**src/rtl/trap_csr_pkg.sv**
```systemverilog
// Shared CSR addresses, CSR operation codes and trap cause codes for the trap/CSR block.
package trap_csr_pkg;

    typedef enum logic [1:0] {
        CSR_OP_NONE  = 2'b00,
        CSR_OP_WRITE = 2'b01,
        CSR_OP_SET   = 2'b10,
        CSR_OP_CLEAR = 2'b11
    } csr_op_e;

    localparam logic [11:0] CSR_MSTATUS   = 12'h300;
    localparam logic [11:0] CSR_MTVEC     = 12'h305;
    localparam logic [11:0] CSR_MSCRATCH  = 12'h340;
    localparam logic [11:0] CSR_MEPC      = 12'h341;
    localparam logic [11:0] CSR_MCAUSE    = 12'h342;
    localparam logic [11:0] CSR_MTVAL     = 12'h343;
    localparam logic [11:0] CSR_MCYCLE    = 12'hB00;
    localparam logic [11:0] CSR_MINSTRET  = 12'hB02;
    localparam logic [11:0] CSR_MCYCLEH   = 12'hB80;
    localparam logic [11:0] CSR_MINSTRETH = 12'hB82;
    localparam logic [11:0] CSR_MHARTID   = 12'hF14;

    localparam logic [4:0] TRAP_INS_MISALIGN   = 5'd0;
    localparam logic [4:0] TRAP_ILLEGAL        = 5'd2;
    localparam logic [4:0] TRAP_BREAK          = 5'd3;
    localparam logic [4:0] TRAP_LOAD_MISALIGN  = 5'd4;
    localparam logic [4:0] TRAP_STORE_MISALIGN = 5'd6;
    localparam logic [4:0] TRAP_ECALL_M        = 5'd11;

    // Read-modify-write result of a CSR operation on the current value.
    function automatic logic [31:0] csr_apply(input csr_op_e op, input logic [31:0] old_val,
                                              input logic [31:0] operand);
        logic [31:0] res;
        case (op)
            CSR_OP_WRITE: res = operand;
            CSR_OP_SET:   res = old_val | operand;
            CSR_OP_CLEAR: res = old_val & ~operand;
            default:      res = old_val;
        endcase
        return res;
    endfunction

endpackage

```
**src/rtl/trap_csr_if.sv**
```systemverilog
// CSR access bus between the instruction pipeline (master) and the CSR file (slave).
interface trap_csr_if;
    trap_csr_pkg::csr_op_e csr_op;
    logic [11:0]           csr_addr;
    logic [31:0]           csr_wdata;
    logic [31:0]           csr_rdata;
    logic                  csr_illegal;

    modport master (
        output csr_op, csr_addr, csr_wdata,
        input  csr_rdata, csr_illegal
    );

    modport slave (
        input  csr_op, csr_addr, csr_wdata,
        output csr_rdata, csr_illegal
    );
endinterface

```
**src/rtl/trap_csr_counter64.sv**
```systemverilog
// 64-bit event counter with split 32-bit writes; a high-half write suppresses the carry.
module counter64 (
    input  logic        i_clk,
    input  logic        i_rst_n,
    input  logic        i_inc,
    input  logic        i_wr_lo,
    input  logic        i_wr_hi,
    input  logic [31:0] i_wdata,
    output logic [63:0] o_value
);

    logic [31:0] r_lo;
    logic [31:0] r_hi;
    logic [32:0] w_lo_sum;

    assign w_lo_sum = {1'b0, r_lo} + {32'b0, i_inc};
    assign o_value  = {r_hi, r_lo};

    // Count, or load one half; a low write replaces the increment, a high write drops the carry.
    always_ff @(posedge i_clk or negedge i_rst_n) begin
        if (!i_rst_n) begin
            r_lo <= '0;
            r_hi <= '0;
        end else if (i_wr_lo) begin
            r_lo <= i_wdata;
        end else if (i_wr_hi) begin
            r_hi <= i_wdata;
            r_lo <= w_lo_sum[31:0];
        end else begin
            r_lo <= w_lo_sum[31:0];
            r_hi <= r_hi + {31'b0, w_lo_sum[32]};
        end
    end

endmodule

```
**src/rtl/trap_csr.sv**
```systemverilog
// Machine-mode trap CSR file: mstatus/mtvec/mscratch/mepc/mcause/mtval plus cycle and
// retired-instruction counters. Trap entry beats mret, which beats a CSR access.
module trap_csr
    import trap_csr_pkg::*;
#(
    parameter logic [31:0] MTVEC_RESET = 32'h0000_0000,
    parameter int unsigned MEPC_ALIGN  = 2
) (
    input  logic        i_clk,
    input  logic        i_rst_n,
    trap_csr_if.slave   csr_bus,
    input  logic        i_trap_taken,
    input  logic [4:0]  i_trap_src,
    input  logic [31:0] i_trap_pc,
    input  logic [31:0] i_trap_tval,
    input  logic        i_mret,
    input  logic        i_retire,
    output logic [31:0] o_mtvec_rdata,
    output logic [31:0] o_mepc_rdata,
    output logic        o_mie
);

    localparam logic [31:0] MEPC_MASK  = ~((32'd1 << MEPC_ALIGN) - 32'd1);
    localparam logic [31:0] MTVEC_MASK = 32'hFFFF_FFFC;

    logic [31:0] r_mtvec;
    logic [31:0] r_mscratch;
    logic [31:0] r_mepc;
    logic [31:0] r_mcause;
    logic [31:0] r_mtval;
    logic        r_mie;
    logic        r_mpie;

    logic [63:0] w_mcycle;
    logic [63:0] w_minstret;
    logic [31:0] w_mstatus;
    logic [31:0] w_rdata;
    logic        w_mapped;
    logic        w_illegal;
    logic        w_we;
    logic [31:0] w_new;
    logic        w_wr_mstatus, w_wr_mtvec, w_wr_mscratch, w_wr_mepc, w_wr_mcause, w_wr_mtval;
    logic        w_wr_mcycle, w_wr_mcycleh, w_wr_minstret, w_wr_minstreth;

    // MPP is hardwired to machine mode; only MIE and MPIE are storage.
    assign w_mstatus = {19'b0, 2'b11, 3'b0, r_mpie, 3'b0, r_mie, 3'b0};

    // Combinational read of the addressed CSR, pre-update value; flags unmapped addresses.
    always_comb begin
        w_rdata  = '0;
        w_mapped = 1'b1;
        case (csr_bus.csr_addr)
            CSR_MSTATUS:   w_rdata = w_mstatus;
            CSR_MTVEC:     w_rdata = r_mtvec;
            CSR_MSCRATCH:  w_rdata = r_mscratch;
            CSR_MEPC:      w_rdata = r_mepc;
            CSR_MCAUSE:    w_rdata = r_mcause;
            CSR_MTVAL:     w_rdata = r_mtval;
            CSR_MCYCLE:    w_rdata = w_mcycle[31:0];
            CSR_MCYCLEH:   w_rdata = w_mcycle[63:32];
            CSR_MINSTRET:  w_rdata = w_minstret[31:0];
            CSR_MINSTRETH: w_rdata = w_minstret[63:32];
            CSR_MHARTID:   w_rdata = '0;
            default:       w_mapped = 1'b0;
        endcase
    end

    assign w_illegal = (csr_bus.csr_op != CSR_OP_NONE) &&
                       (!w_mapped || (csr_bus.csr_addr[11:10] == 2'b11));
    assign w_we      = (csr_bus.csr_op != CSR_OP_NONE) && !w_illegal;
    assign w_new     = csr_apply(csr_bus.csr_op, w_rdata, csr_bus.csr_wdata);

    assign csr_bus.csr_rdata   = w_rdata;
    assign csr_bus.csr_illegal = w_illegal;

    assign w_wr_mstatus   = w_we && (csr_bus.csr_addr == CSR_MSTATUS);
    assign w_wr_mtvec     = w_we && (csr_bus.csr_addr == CSR_MTVEC);
    assign w_wr_mscratch  = w_we && (csr_bus.csr_addr == CSR_MSCRATCH);
    assign w_wr_mepc      = w_we && (csr_bus.csr_addr == CSR_MEPC);
    assign w_wr_mcause    = w_we && (csr_bus.csr_addr == CSR_MCAUSE);
    assign w_wr_mtval     = w_we && (csr_bus.csr_addr == CSR_MTVAL);
    assign w_wr_mcycle    = w_we && (csr_bus.csr_addr == CSR_MCYCLE);
    assign w_wr_mcycleh   = w_we && (csr_bus.csr_addr == CSR_MCYCLEH);
    assign w_wr_minstret  = w_we && (csr_bus.csr_addr == CSR_MINSTRET);
    assign w_wr_minstreth = w_we && (csr_bus.csr_addr == CSR_MINSTRETH);

    counter64 u_mcycle (
        .i_clk   (i_clk),
        .i_rst_n (i_rst_n),
        .i_inc   (1'b1),
        .i_wr_lo (w_wr_mcycle),
        .i_wr_hi (w_wr_mcycleh),
        .i_wdata (w_new),
        .o_value (w_mcycle)
    );

    counter64 u_minstret (
        .i_clk   (i_clk),
        .i_rst_n (i_rst_n),
        .i_inc   (i_retire),
        .i_wr_lo (w_wr_minstret),
        .i_wr_hi (w_wr_minstreth),
        .i_wdata (w_new),
        .o_value (w_minstret)
    );

    // Trap-owned CSRs: trap entry overrides mret, and both override software writes to them.
    always_ff @(posedge i_clk or negedge i_rst_n) begin
        if (!i_rst_n) begin
            r_mepc   <= '0;
            r_mcause <= '0;
            r_mtval  <= '0;
            r_mie    <= 1'b0;
            r_mpie   <= 1'b0;
        end else begin
            if (i_trap_taken) begin
                r_mepc   <= i_trap_pc & MEPC_MASK;
                r_mcause <= {27'b0, i_trap_src};
                r_mtval  <= i_trap_tval;
            end else begin
                if (w_wr_mepc)   r_mepc   <= w_new & MEPC_MASK;
                if (w_wr_mcause) r_mcause <= w_new;
                if (w_wr_mtval)  r_mtval  <= w_new;
            end

            if (i_trap_taken) begin
                r_mpie <= r_mie;
                r_mie  <= 1'b0;
            end else if (i_mret) begin
                r_mie  <= r_mpie;
                r_mpie <= 1'b1;
            end else if (w_wr_mstatus) begin
                r_mie  <= w_new[3];
                r_mpie <= w_new[7];
            end
        end
    end

    // Software-only CSRs, unaffected by trap entry or return.
    always_ff @(posedge i_clk or negedge i_rst_n) begin
        if (!i_rst_n) begin
            r_mtvec    <= MTVEC_RESET & MTVEC_MASK;
            r_mscratch <= '0;
        end else begin
            if (w_wr_mtvec)    r_mtvec    <= w_new & MTVEC_MASK;
            if (w_wr_mscratch) r_mscratch <= w_new;
        end
    end

    assign o_mtvec_rdata = r_mtvec;
    assign o_mepc_rdata  = r_mepc;
    assign o_mie         = r_mie;

endmodule

```
**src/flat_wrapper.sv**
```systemverilog
// flat-port wrapper written by rule: the top's interface ports become plain ports
module trap_csr_flat import trap_csr_pkg::*;
#(
    parameter logic [31:0] MTVEC_RESET = 32'h0000_0000,
    parameter int unsigned MEPC_ALIGN  = 2
)
  (i_clk, i_rst_n, i_trap_taken, i_trap_src, i_trap_pc, i_trap_tval, i_mret, i_retire, o_mtvec_rdata, o_mepc_rdata, o_mie, csr_bus_csr_op, csr_bus_csr_addr, csr_bus_csr_wdata, csr_bus_csr_rdata, csr_bus_csr_illegal);
  trap_csr_if csr_bus_i ();
  input  logic i_clk;
  input  logic i_rst_n;
  input  logic i_trap_taken;
  input  logic [4:0] i_trap_src;
  input  logic [31:0] i_trap_pc;
  input  logic [31:0] i_trap_tval;
  input  logic i_mret;
  input  logic i_retire;
  output logic [31:0] o_mtvec_rdata;
  output logic [31:0] o_mepc_rdata;
  output logic o_mie;
  input wire logic [$bits(csr_bus_i.csr_op)-1:0] csr_bus_csr_op;
  input wire logic [$bits(csr_bus_i.csr_addr)-1:0] csr_bus_csr_addr;
  input wire logic [$bits(csr_bus_i.csr_wdata)-1:0] csr_bus_csr_wdata;
  output wire logic [$bits(csr_bus_i.csr_rdata)-1:0] csr_bus_csr_rdata;
  output wire logic [$bits(csr_bus_i.csr_illegal)-1:0] csr_bus_csr_illegal;
  assign csr_bus_i.csr_op = csr_bus_csr_op;
  assign csr_bus_i.csr_addr = csr_bus_csr_addr;
  assign csr_bus_i.csr_wdata = csr_bus_csr_wdata;
  assign csr_bus_csr_rdata = csr_bus_i.csr_rdata;
  assign csr_bus_csr_illegal = csr_bus_i.csr_illegal;
  trap_csr #(.MTVEC_RESET(MTVEC_RESET), .MEPC_ALIGN(MEPC_ALIGN)) u_core (.i_clk(i_clk), .i_rst_n(i_rst_n), .csr_bus(csr_bus_i), .i_trap_taken(i_trap_taken), .i_trap_src(i_trap_src), .i_trap_pc(i_trap_pc), .i_trap_tval(i_trap_tval), .i_mret(i_mret), .i_retire(i_retire), .o_mtvec_rdata(o_mtvec_rdata), .o_mepc_rdata(o_mepc_rdata), .o_mie(o_mie));
endmodule
```
**config.mk**
```make
export PLATFORM = sky130hd
export DESIGN_NAME = trap_csr_flat
export DESIGN_NICKNAME = d
export VERILOG_FILES = /design/src/rtl/trap_csr_pkg.sv /design/src/rtl/trap_csr_if.sv /design/src/rtl/trap_csr_counter64.sv /design/src/rtl/trap_csr.sv /design/src/flat_wrapper.sv
export SDC_FILE = /design/constraint.sdc
export NUM_CORES = 1
export LEC_CHECK = 0
export ABC_CLOCK_PERIOD_IN_PS = 4320
export BUFFER_PORTS_ARGS = -buffer_cell sky130_fd_sc_hd__buf_2
export CAP_MARGIN = 40
export CORE_UTILIZATION = 40
export DETAILED_ROUTE_END_ITERATION = 6
export GPL_ROUTABILITY_DRIVEN = 0
export GPL_TIMING_DRIVEN = 1
export PLACE_DENSITY_LB_ADDON = 0.05
export SYNTH_ARGS = -nofsm -noshare
export SYNTH_HDL_FRONTEND = slang
export SYNTH_SLANG_ARGS = --single-unit
```
**constraint.sdc**
```tcl
create_clock -name i_clk -period 4.32 [get_ports i_clk]
set_input_delay 0.216 -clock i_clk [delete_from_list [all_inputs] [get_ports i_clk]]
set_output_delay 0.216 -clock i_clk [all_outputs]
set_load 0.005 [all_outputs]
```
# After elaboration in Yosys (flattened, before gate mapping)
# Cells that the tools add are included.
dict set report op_classes {
  addsub 4
  n_eq_ne 15
  muxes 19
  n_bitwise 3
  reduce_logical 21
}
# op count
set op_table {}
lappend op_table {{$mux W32} 10}
lappend op_table {{$pmux W32 S10} 1}
lappend op_table {{$pmux W32 S3} 1}
lappend op_table {{$eq A12 B10 Y1 const B} 6}
lappend op_table {{$add A32 B1 Y32} 2}
lappend op_table {{$eq A12 B12 Y1 const B} 5}
lappend op_table {{$add A32 B1 Y33} 1}
lappend op_table {{$add A32 B1 Y33 const B} 1}
lappend op_table {{$and A32 B32 Y32} 1}
lappend op_table {{$not A32 Y32} 1}
lappend op_table {{$or A32 B32 Y32} 1}
lappend op_table {{$logic_and A1 B1 Y1} 12}
lappend op_table {{$reduce_or A11 Y1} 1}
lappend op_table {{$reduce_bool A2 Y1} 4}
lappend op_table {{$mux W1} 7}
lappend op_table {{$eq A2 B2 Y1 const B} 3}
lappend op_table {{$reduce_bool A3 Y1} 1}
lappend op_table {{$eq A2 B1 Y1 const B} 1}
lappend op_table {{$logic_not A1 Y1} 2}
lappend op_table {{$logic_or A1 B1 Y1} 1}
dict set report word_totals {
  register_bits 288
  inputBits 120
  out_inout_bits 98
  word_cells 73
}

# Logic depth before layout (Yosys ltp)
dict set report logic_depth {
  ltp_word 12
  depth_mapped 15
  depth_no_buf 14
}

# By module
# A second synthesis with hierarchy kept.
dict set report unflattened {
  hier_cells 2043
  area_unflattened_um2 18435.2
}
# module n_inst cells_per_inst area_per_inst_um2 seq_area_each_um2
set modules_own_cells {}
lappend modules_own_cells {trap_csr 1 1146 10555.1 3953.8}
lappend modules_own_cells {{counter64 (u_core.u_mcycle)} 1 443 3958.8 1601.5}
lappend modules_own_cells {{counter64 (u_core.u_minstret)} 1 454 3921.3 1601.5}

# Worst setup path before layout
# No wires, ideal clock.
dict set report synth_path {
  path_type {reg-to-reg}
  start {reg u_core.u_minstret.r_lo[0]}
  end {reg u_core.u_minstret.r_hi[31]}
  setup_time_ps 134
  arrival_ps 3507
  required_time_ps 4186
  setup_slack_ps 680
  stages_incl_launch_ff 14
  n_path_buf 0
  synth_period_minus_slack_ps 3640
  cell_sequence {dfrtp_1 > ha_1 > ha_1 > nand2_1 > or3_1 > nor4_1 > and4_1 > ha_1 > nand3_1 > or3_1 > nor4_1 > a31oi_1 > o21ai_0 > o211ai_1}
}
dict set report synth_between {
  elab_chain_cells 3
}
# item line_no
set synth_rtl {}
lappend synth_rtl {{start: declaration} trap_csr_counter64.sv:12} ;# logic [31:0] r_lo;
lappend synth_rtl {{start signal: assignment} trap_csr_counter64.sv:25} ;# r_lo <= i_wdata;
lappend synth_rtl {{start signal: assignment} trap_csr_counter64.sv:28} ;# r_lo <= w_lo_sum[31:0];
lappend synth_rtl {{start signal: assignment} trap_csr_counter64.sv:30} ;# r_lo <= w_lo_sum[31:0];
lappend synth_rtl {{$add A32 B1 Y33} trap_csr_counter64.sv:16} ;# assign w_lo_sum = {1'b0, r_lo} + {32'b0, i_inc};
lappend synth_rtl {{$add A32 B1 Y32} trap_csr_counter64.sv:31} ;# r_hi <= r_hi + {31'b0, w_lo_sum[32]};
lappend synth_rtl {{$mux W32} trap_csr_counter64.sv:26} ;# end else if (i_wr_hi) begin
lappend synth_rtl {{end signal: assignment} trap_csr_counter64.sv:27} ;# r_hi <= i_wdata;
lappend synth_rtl {{end signal: assignment} trap_csr_counter64.sv:31}
lappend synth_rtl {{end: declaration} trap_csr_counter64.sv:13} ;# logic [31:0] r_hi;
# Every way passes these cells.
# A chain may end at the register's enable or synchronous reset.

# Worst setup path after layout
dict set report layout_path {
  start {reg u_core.u_mcycle.r_lo[0]}
  end {reg u_core.u_mcycle.r_hi[30]}
}
dict set report layout_between {
  elab_chain_cells 3
}
# item line_no
set layout_rtl {}
lappend layout_rtl {{start: declaration} trap_csr_counter64.sv:12}
lappend layout_rtl {{start signal: assignment} trap_csr_counter64.sv:25}
lappend layout_rtl {{start signal: assignment} trap_csr_counter64.sv:28}
lappend layout_rtl {{start signal: assignment} trap_csr_counter64.sv:30}
lappend layout_rtl {{$add A32 B1 Y33} trap_csr_counter64.sv:16}
lappend layout_rtl {{$add A32 B1 Y32} trap_csr_counter64.sv:31}
lappend layout_rtl {{$mux W32} trap_csr_counter64.sv:26}
lappend layout_rtl {{end signal: assignment} trap_csr_counter64.sv:27}
lappend layout_rtl {{end signal: assignment} trap_csr_counter64.sv:31}
lappend layout_rtl {{end: declaration} trap_csr_counter64.sv:13}
# Every way passes these cells.

==> metrics.md <==
| Metric | Value |
|---|---|
| Status | `finished clean` |
| Die area | `~44000 um2` |
| CP dominant cell by count | `ha_1` |
| Hold slack final | `between 10 and 15 ps` |
| CP Class | `reg2reg` |
| Main flop type after synthesis | `dfrtp_1` |
| Logic gate share of total power | `between 10% and 20%` |
| Vias/cell | `around 6.5` |
| TritonCTS clock tree | `yes` |
| PD cells | `331 nW/um2` |
| Clk buf depth | `3` |
| Fin crit share | `between 90% and 100%` |
| Worst R2R Setup Slack | `between 200 and 300 ps` |
| R2R depth | `14` |
| DR vias | `about 18000` |
| Share of the synthesized area in the top cell type | `between 40% and 50%` |
| Measured slew at the worst slew-check pin | `just over 900 ps` |
| Synth Cell Area | `approximately 17000 um2` |
| HPWL after detailed placement | `56100 um` |
| IO buf count | `about 210` |
| Slowest-stage cell, CP | `or4_1` |
| Vias in the first global route | `between 15000 and 20000` |
| # IOs | `around 220` |
| Sequential power share | `a little over two fifths` |
| Dpl ws | `between 300 and 400 ps` |
| Ys async rst share | `100%` |
| Post-synth EDFFs | `0` |
| LEAKAGE | `9.37 nW` |
| Pin count of the biggest net entering global routing | `112` |
| Number of diodes | `0` |
| Mapped Cells | `slightly below 2000` |
| Fillcell total | `slightly above 4000` |
| FF-to-FF Start | `u_core.u_mcycle.r_lo[0]` |
| Hold crit path type | `in2reg` |
| Number of remaining DRC errors | `0` |
| First-pass GRT wire length | `around 120000 um` |
| Cell taking the most area after synthesis | `dfrtp_1` |
| Skew final | `between 20 and 30 ps` |
| Initial DRC count | `about 2400` |
| Worst IR drop on VDD | `roughly 0.26 mV` |
| First drt pass iteration count | `6` |
| Max FO, Critical Path | `5` |
| Clock root buffer master | `clkbuf_16` |
| Setup WS post-layout | `roughly 280 ps` |
| Period minus WS final | `approximately 4000 ps` |
| DRT Wirelength | `79500 um` |
| Antenna violations before repair | `4` |
| Final setup fails | `0` |
| Pint | `approximately 5.0 mW` |
| Mean Syn Cell Area | `8.74 um2` |
| Hold path endpoint | `u_core.u_minstret.r_lo[0]` |
| Setup TNS | `0 ps` |
| Clk sinks | `286` |
| Grt ovf | `0` |
| Critical Path Source Type | `flip-flop` |
| Synth area leaders | `dfrtp_1 (42%), mux2i_1 (5.2%), nand2_1 (4.4%), o21ai_0 (4.3%), a21oi_1 (3.9%)` |
| Register area share after synthesis | `between 40 and 50%` |
| Die H | `209 um` |
| Worst path required time | `4730 ps` |
| Worst-path clk slew | `about 60 ps` |
| Cell row count | `75` |
| Total GRT Usage | `36.2%` |
| Net switching power figure | `2.04 mW` |
| Crit path from | `u_core.u_mcycle.r_lo[0]` |
| Sw frac | `between 20 and 30%` |
| Hold_sp | `i_retire` |
| Starting density of the core | `about two fifths` |
| RSZ-0062 raised after global routing | `no` |
| Cell with the most instances after synthesis | `dfrtp_1` |
| Wire per inst | `about 28 um` |
| #FFs+latches synth | `between 200 and 300` |
| Worst skew pair latency | `around 580 ps` |
| CTS H-tree depth | `2` |
| Fin. Hold Viols | `0` |
| TritonCTS buffer count | `36` |
| Layout area overhead | `22.6%` |
| Max Cap Viol | `0` |
| Crit path DAT | `between 4000 and 5000 ps` |
| Worst stage delay on the critical path | `approximately 620 ps` |
| Slew headroom | `38.2%` |
| Post-DRT Antenna Nets | `0` |
| Max-slew violation total from the final report | `0` |
| Number of stages on the worst hold path | `4` |
| DIE WIDTH | `209 um` |
| Worst-path cell chain | `ha_1, inv_1, or4_1, or2_1, nor3_1, buf_4, ha_1, ha_1, and4_1, nand3_1, or2_2, or3_1, a31oi_1, o211ai_1` |
| Setup crit end kind | `flip-flop` |
| F_max | `248 MHz` |
| Layout cell share with drive strength beyond 1 | `a little under a fifth` |
| Synth Warn # | `0` |
| Clock share of power | `between 40 and 50%` |
| Distinct cells, synth | `between 80 and 90` |
| FF-to-FF End | `u_core.u_mcycle.r_hi[30]` |
| Final net count | `around 2400` |
| Post-CTS setup buffers | `0` |
| Most frequent cells after synthesis | `dfrtp_1 (286), nand2_1 (203), o21ai_0 (149)` |
| Core area | `between 40000 and 50000 um2` |
## critical path: cells and delay by family, from the launching register on
| kind | cells | cell delay [ps] |
|---|---|---|
| AO/OA/AOI/OAI | 2 | 290 |
| flip-flops | 1 | 410 |
| adder cells (fa/ha/maj) | 3 | 660 |
| AND/OR/NAND/NOR | 7 | 2260 |
| buffers and inverters | 2 | 250 |
## state kept, by name (all words and copies together) (netlist names)
signal / count
u_core.r_mtval: 32
u_core.u_mcycle.r_hi: 32
u_core.r_mcause: 32
u_core.u_minstret.r_lo: 32
u_core.u_minstret.r_hi: 32
u_core.r_mpie: 1
u_core.r_mscratch: 32
u_core.o_mepc_rdata: 30
u_core.o_mtvec_rdata: 30
u_core.o_mie: 1
u_core.u_mcycle.r_lo: 32
## how the worst max path moves through the flow
stage	endpoint	slack, ps	cells after the start
2_1_floorplan	u_core.u_minstret.r_hi[31]	680	13
3_3_place_gp	u_core.u_minstret.r_hi[30]	450	15
3_5_place_dp	u_core.u_mcycle.r_hi[30]	350	14
4_1_cts	u_core.u_mcycle.r_hi[30]	280	14
5_1_grt	u_core.u_mcycle.r_hi[22]	30	15
6_report	u_core.u_mcycle.r_hi[30]	280	14
## layout make-up
| type | instances | area [um2] | share of cell area [%] |
|---|---|---|---|
| clock buffers | 50 | 1030 | 4.90 |
| clock inverters | 16 | 171 | 0.812 |
| inverters | 39 | 146 | 0.694 |
| multi-input cells | 1491 | 9370 | 44.4 |
| flip-flops and latches | 286 | 7160 | 33.9 |
| well taps | 539 | 674 | 3.20 |
| repair buffers | 376 | 2550 | 12.1 |
## power groups by stage
| stage | sequential [mW] | clock (mW) | combinational [mW] |
|---|---|---|---|
| after floorplan | 2.96 | 0 | 0.446 |
| after global placement | 2.99 | 0 | 0.859 |
| after detailed placement | 3.00 | 0 | 0.867 |
| after CTS | 2.95 | 3.13 | 0.919 |
| after global routing | 2.97 | 3.25 | 1.00 |
| final | 2.96 | 3.10 | 0.935 |
## cell families (layout without fill, tap and decap cells)
family | after synthesis | after routing | share of synthesized area (%)
AOI/OAI and AO/OA | 605 | 605 | 22.6
xor gates and xnor gates | 60 | 60 | 3.05
adders and majority gates | 7 | 7 | 0.509
buffers and inverters | 197 | 481 | 4.83
DFF | 286 | 286 | 41.6
muxes | 105 | 105 | 6.29
other | 1 | 4 | 0.0218
and+or+nand+nor | 710 | 710 | 21.2
## timing repair
item,4_1_cts,5_1_grt
hold buffers,69,0
gates resized for setup,0,0
endpoints found under the hold margin,176,0
endpoints found under the setup margin,0,0
## stage by stage
step                total power, mW  area (um2)  instances  utilization, %
finish                         7.00       21100       2797            50.0
global route                   7.22       21100       2797            50.0
CTS                            7.00       21100       2797            50.0
detailed placement             3.87       19200       2662            45.5
global placement               3.85       19100       2653            45.3
floorplan                      3.40       17200       1974               -
## cells in the final DEF (no fill, tap or decap), drive strengths merged, types with 10 or more instances in the layout
cell / netlist / final
a211oi: 11 / 11
o211ai: 17 / 17
and2: 11 / 11
mux2i: 89 / 89
o22ai: 13 / 13
nor3: 41 / 41
nor2: 134 / 134
buf: 54 / 306
a221oi: 12 / 12
inv: 39 / 39
o21ai: 206 / 206
nand3: 60 / 60
mux2: 15 / 15
nor4: 57 / 57
a31oi: 21 / 21
nand2: 209 / 209
a22oi: 74 / 74
o2111ai: 15 / 15
or3: 20 / 20
nand4: 91 / 91
clkbuf: 104 / 50
xnor2: 38 / 38
a2111oi: 10 / 10
a21oi: 134 / 134
a22o: 13 / 13
dlygate4sd3: 0 / 69
xor2: 22 / 22
dfrtp: 286 / 286
a2111o: 11 / 11
clkinv: 0 / 11
and4: 18 / 18
and3: 20 / 20
## layer usage
layer | share of wire, % | vias up | routed length, um | GRT usage (%)
met1 | 42 | 9042 | 33600 | 50.9
met3 | 9.6 | 174 | 7630 | 7.54
li1 | - | 7930 | - | -
met2 | 45 | 1067 | 35400 | 55.0
met4 | 3.6 | 6 | 2870 | 12.7
met5 | 0.045 | - | 36 | 0
Note: power is estimated with default switching activity, not from simulation.
